--- config.mk ---
export PLATFORM = sky130hd
export DESIGN_NAME = pwm_scheduler
export DESIGN_NICKNAME = d
export VERILOG_FILES = /design/src/rtl/pwm_scheduler.sv
export SDC_FILE = /design/constraint.sdc
export NUM_CORES = 1
export LEC_CHECK = 0
export CORE_ASPECT_RATIO = 0.9
export CORE_MARGIN = 2
export CORE_UTILIZATION = 40
export DETAILED_ROUTE_END_ITERATION = 6
export HOLD_SLACK_MARGIN = 0.03
export SLEW_MARGIN = 20
export SYNTH_ARGS = -nofsm -noshare
export SYNTH_HDL_FRONTEND = slang
export SYNTH_SLANG_ARGS = --single-unit
--- constraint.sdc ---
create_clock -name clk -period 2.3 [get_ports clk]
set_input_delay 0.23 -clock clk [delete_from_list [all_inputs] [get_ports clk]]
set_output_delay 0.23 -clock clk [all_outputs]
set_load 0.005 [all_outputs]
--- src/rtl/pwm_scheduler.sv ---
// pwm_scheduler: 16-output PWM driver with double-buffered config committed only at period boundaries.
module pwm_scheduler #(
  parameter int PRESCALE = 3000
) (
  input  logic        clk,
  input  logic        rst,
  input  logic [7:0]  cfg_out_lo,
  input  logic [7:0]  cfg_out_hi,
  input  logic [7:0]  cfg_pwm_lo,
  input  logic [7:0]  cfg_pwm_hi,
  input  logic [7:0]  cfg_duty,
  input  logic        cfg_update,
  output logic [15:0] out,
  output logic        period_start,
  output logic        pending
);
  localparam int PW = PRESCALE > 1 ? $clog2(PRESCALE) : 1;
  typedef enum logic [1:0] {IDLE, RUN, PEND} state_t;
  state_t state, state_d;
  logic [PW-1:0] pre_cnt;
  logic [7:0] duty_cnt, duty;
  logic [15:0] en_out, en_pwm;
  logic tick, boundary, commit, hi;
  assign tick = pre_cnt == PW'(PRESCALE - 1);
  assign boundary = tick && duty_cnt == 8'hFF;
  assign hi = duty == 8'hFF || duty_cnt < duty;
  always_comb begin
    state_d = state;
    commit = 1'b0;
    case (state)
      IDLE: begin
        commit = cfg_update;
        state_d = cfg_update ? RUN : IDLE;
      end
      RUN: begin
        commit = cfg_update && boundary;
        state_d = cfg_update && !boundary ? PEND : RUN;
      end
      PEND: begin
        commit = boundary;
        state_d = boundary ? RUN : PEND;
      end
      default: state_d = IDLE;
    endcase
  end
  // period_start and out both derive from the counter state of the previous cycle, so they line up
  always_ff @(posedge clk or posedge rst) begin
    if (rst) begin
      state <= IDLE;
      pending <= 1'b0;
      en_out <= '0;
      en_pwm <= '0;
      duty <= '0;
      pre_cnt <= '0;
      duty_cnt <= '0;
      period_start <= 1'b0;
      out <= '0;
    end else begin
      state <= state_d;
      pending <= state_d == PEND;
      if (commit) begin
        en_out <= {cfg_out_hi, cfg_out_lo};
        en_pwm <= {cfg_pwm_hi, cfg_pwm_lo};
        duty <= cfg_duty;
      end
      pre_cnt <= state == IDLE || tick ? '0 : pre_cnt + PW'(1);
      duty_cnt <= state == IDLE ? 8'd0 : duty_cnt + 8'(tick);
      period_start <= state != IDLE && pre_cnt == '0 && duty_cnt == 8'd0;
      out <= en_out & (~en_pwm | {16{hi}});
    end
  end
endmodule

# Word level (Yosys, flattened, before mapping)
# Cells that the tools add are included.
[classes]
n_reduce_logical = 12
n_eq_ne = 6
magnitude_cmp = 1
bitwise = 3
addsub = 2
mux = 7
[op_table]
columns = ["operator", "n"]
rows = [
  ["16-bit bitwise AND", 1],
  ["8-bit equality test, second input constant", 2],
  ["16-bit inverter", 1],
  ["16-bit bitwise OR", 1],
  ["12-bit by 1-bit adder with 12-bit output, second input constant", 1],
  ["12-bit equality test, second input constant", 1],
  ["12-bit logical NOT", 1],
  ["12-bit 2-to-1 mux", 1],
  ["8-bit by 1-bit adder with 8-bit output", 1],
  ["8-bit logical NOT", 1],
  ["8-bit less-than comparator", 1],
  ["8-bit 2-to-1 mux", 1],
  ["2-bit case mux with 3 select lines", 1],
  ["1-bit logical AND", 5],
  ["2-bit equality test, second input constant", 2],
  ["2-bit 2-to-1 mux", 2],
  ["1-bit case mux with 3 select lines", 1],
  ["2-bit by 1-bit equality test with 1-bit output, second input constant", 1],
  ["2-bit logical NOT", 1],
  ["1-bit logical OR", 2],
  ["2-bit nonzero test", 1],
  ["1-bit logical NOT", 1],
  ["1-bit 2-to-1 mux", 1],
]
[totals]
elab_cells = 40
in_bits = 43
output_inout_bits = 18
regBits = 80

# Depth between registers and ports, before layout
# Gate-level depths: netlist of run 1.
[logic_depth]
ltp_word = 7
mapped_depth = 8
ltp_nobuf = 8

# Worst setup path before layout of run 1
# OpenSTA, ideal clock, no wires.
[synth_timing]
kind = "reg-to-reg"
from = "reg pre_cnt[6]"
to = "reg duty_cnt[7]"
arrival_ns = 1.811
setup_time_ns = 0.078
path_buffers = 0
path_slack_ns = 0.411
path_stages_with_launch = 8
cell_sequence = "dfrtp_1 > nor3_2 > nand4_1 > nor3_1 > ha_1 > nand3_1 > or3_2 > a21oi_1"
[synth_via]
elab_chain_cells = 3
[synth_lines]
columns = ["element", "line_no", "text"]
rows = [
  ["start, declared", "20", "logic [PW-1:0] pre_cnt;"],
  ["start signal, assigned", "66", "pre_cnt <= state == IDLE || tick ? '0 : pre_cnt + PW'(1);"],
  ["12-bit equality test", "24", "assign tick = pre_cnt == PW'(PRESCALE - 1);"],
  ["8-bit by 1-bit adder with 8-bit output", "67", "duty_cnt <= state == IDLE ? 8'd0 : duty_cnt + 8'(tick);"],
  ["8-bit 2-to-1 mux", "67", ""],
  ["end signal, assigned", "67", ""],
  ["end, declared", "21", "logic [7:0] duty_cnt, duty;"],
]
# Every way passes these cells.
# A chain may end at the register's enable or synchronous reset.

# Final worst setup path of run 1
# Same ends and word-level chain as after synthesis.

==> run metrics, run 1 <==
Longest Clk Path Bufs 2; Primary FF master, synth dfrtp_1; combinational share of power 47.8%; synth warn 0; DR iter-0 viols 463; Synth area leader dfrtp_1; vias per inst 6.12; CTS tree built; Placed Instances 697; Post-Syn Nets 561; status finished, final reports clean; Syn Inst Count 507; total gr overflow 0; EDFF count, synth 0; post-synthesis cell type count 48; Worst EP required about 2.6 ns; VDD IR max 0.000592 V; CP Launch Type flip-flop; Die Ht roughly 110 µm; Tot GR Track Use 22.1%; cts hold-fix bufs 0; die area 13000 µm²; number of global-route vias before repair 4249; IO Pins 61; # resized after CTS 0; gpl congestion between 0.8 and 0.9; Post-DP Area around 5600 µm²; CP Class reg -> reg; Worst Tran Pin Value 0.966 ns; main area contributors after synthesis dfrtp_1 (41%), nand4_1 (8.9%), o221a_2 (5.4%); Final Hold Vio Count 0; number of buffers created by CTS 9; Design Area, Final ~5900 µm²; relative slew slack a little over a third; initial antenna violation count 0; worst-path fanout max 5; CP max-delay cell or3_2; Worst Path Arrival 2.34 ns; final core occ 49.3%; Worst Skew 0.00894 ns; worst path buffer plus inverter count 0; final worst slack 0.226 ns; Die X ~120 µm; num rows 38; Nets 602; register area share after synthesis 41.4%; Post CTS Setup Buffer Count 0; Post-Syn Area 4830 µm²; first-pass GRT wire length 22.5 mm; Starting Density 40.5%; crit-path max cell delay about 0.44 ns; Worst Setup End Kind flip-flop; DRT Pass-1 Iters 4; static leakage approximately 2.3 nW; Int Pwr just over 4 mW; HP Class in -> async; setup TNS 0 ns; final wirelength between 10 and 15 mm; Synth-to-Final Area Change 21.7%; Final Cycle Share 90.2%; Reg power frac 30.8%; share of cells above drive strength 1 14.8%; detail-routed net length per standard cell 19.4 µm; Final ANT Viol Nets 0; Switching Share 39.2%; PortBufs 60; drt drc 0; pin count of the biggest net entering global routing 66; HPWL Detailed 8.88 mm; net switching power figure 2.61 mW; Clock Power Share 21.4%; max_cap viols 0; share of the synthesized area in the top cell type between 40% and 50%; pwr/cell area 1130 nW/µm²; Diodes inserted 0; Synth Register Bits 80; Clk Tree Root Cell clkbuf_16; Post-Place Worst Slack about 0.23 ns; core area ~12000 µm²; mean post-synth cell area 9.54 µm²; overall power after layout 6.67 mW; asr flop ratio synth between 90% and 100%; CP cell instances nor3_2, nand4_1, nor3_1, ha_1, nand3_1, or3_2, a21oi_1; final setup vio count 0; Fmax 0.482 GHz; clock sinks 80; final hold slack approximately 0.27 ns; clock insertion delay at the later pin of the skew report 0.34 ns; Reg clk slew, reported paths 0.06 ns; vias 4364; unrepaired setup endpoints after global routing false; CTS HTree Levels 3; fin crit period 2.07 ns; Finished Layout Cells roughly 700; CP top delay family simple AND/OR/NAND/NOR gates; max-slew violations 0
state kept, by name, indices dropped and copies added, names as in the netlist:
register and flops:
duty_cnt 8, en_out 16, pending 1, state 2
en_pwm 16, duty 8, pre_cnt 12, out 16
period_start 1
layout by cell type, fill, tap and decap left out, drive strengths merged, types with 2 or more instances in the layout:
| cell | Yosys | final |
|---|---|---|
| nor4 | 3 | 3 |
| or4 | 2 | 2 |
| inv | 33 | 33 |
| xor2 | 4 | 4 |
| and2b | 6 | 6 |
| nor3 | 6 | 6 |
| a221oi | 17 | 17 |
| clkinv | 0 | 3 |
| nand2b | 2 | 2 |
| nor2b | 13 | 13 |
| dfrtp | 80 | 80 |
| ha | 11 | 11 |
| xnor2 | 10 | 10 |
| a211oi | 3 | 3 |
| buf | 29 | 21 |
| nand4 | 70 | 70 |
| clkdlybuf4s50 | 0 | 60 |
| nor2 | 23 | 23 |
| and3 | 2 | 2 |
| a31oi | 16 | 16 |
| o21ai | 27 | 27 |
| a21oi | 4 | 4 |
| and4 | 19 | 19 |
| nand3 | 26 | 26 |
| nand2 | 23 | 23 |
| o211ai | 23 | 23 |
| o221a | 23 | 23 |
| or3 | 2 | 2 |
| clkbuf | 22 | 11 |
| o21a | 2 | 2 |
worst reg2reg max path, delay by kind of cell (launching register included):
| family | cells | cell delay (ns) |
|---|---|---|
| AO/OA/AOI/OAI | 1 | 0.15 |
| adder cells (fa/ha/maj) | 1 | 0.20 |
| flip-flops | 1 | 0.41 |
| AND/OR/NAND/NOR | 5 | 1.24 |
cell usage after synthesis, types with 2 or more instances:
| master | count |
|---|---|
| inv_1 | 33 |
| buf_2 | 16 |
| nor3_1 | 5 |
| o21a_1 | 2 |
| and2b_1 | 6 |
| xnor2_1 | 10 |
| o21ai_0 | 26 |
| xor2_1 | 4 |
| o211ai_1 | 23 |
| and4_1 | 19 |
| nand4_1 | 69 |
| a21oi_1 | 4 |
| buf_4 | 7 |
| dfrtp_1 | 80 |
| a221oi_2 | 10 |
| a211oi_1 | 3 |
| a221oi_1 | 7 |
| nor2b_1 | 13 |
| ha_1 | 11 |
| nand2_1 | 23 |
| nor2_1 | 22 |
| nor4_1 | 3 |
| buf_1 | 2 |
| o221a_2 | 23 |
| nand3_1 | 25 |
| clkbuf_1 | 21 |
| a31oi_1 | 16 |
| buf_6 | 3 |
| or4_1 | 2 |
cell type report:
cell class / instances / area (µm²)
clock inverter: 5 / 56.3
inverter: 33 / 125
clock buffer: 11 / 233
tap: 160 / 200
timing repair buffer: 81 / 821
multi-input combinational: 343 / 2450
sequential: 80 / 2000
fill: 1092 / 6050
layer usage:
layer	vias up	share of wire, %	track usage, %	routed length [µm]
met4	0	0.92	6.89	128
met5	-	0	0	0
met2	144	47	35.1	6570
met3	9	5.9	4.91	820
met1	2191	46	30.1	6320
li1	2020	-	-	-
power by group through the flow:
stage | logic, mW | clock network (mW) | registers [mW]
final | 3.19 | 1.43 | 2.06
after global routing | 3.51 | 1.52 | 2.10
after CTS | 3.18 | 1.46 | 2.06
after detailed placement | 3.16 | 0 | 2.08
after global placement | 3.07 | 0 | 2.06
after floorplan | 2.35 | 0 | 1.94
path summary, 6_finish.rpt:
kind                                     to  slack, ns  cells after the start     startpoint
worst max-delay path            duty_cnt[7]       0.23                      7     pre_cnt[6]
worst min-delay path                duty[1]       0.27                      2            rst
worst max register to register  duty_cnt[7]       0.23                      7     pre_cnt[6]
worst min register to register      out[11]       0.49                      1     en_pwm[11]
max in group asynchronous            out[2]       1.47                      3            rst
min in group clk                  en_pwm[8]       0.49                      3  cfg_pwm_hi[0]
logic make-up after synthesis:
group / after synthesis / share of synthesized area [%]
fa+ha+maj: 11 / 2.85
xor+xnor: 14 / 2.54
simple gates: 199 / 24.5
buf+inv: 84 / 8.31
flops: 80 / 41.4
compound gates: 119 / 20.4
(Power assumes the default switching activity.)
==> run 2, diff against run 1 <==
- GPL_ROUTABILITY_DRIVEN: not set -> 0
- HOLD_SLACK_MARGIN: 0.03 -> not set
==> results of run 2 <==
No change in the layout: final DEF, timing and power equal those of run 1.
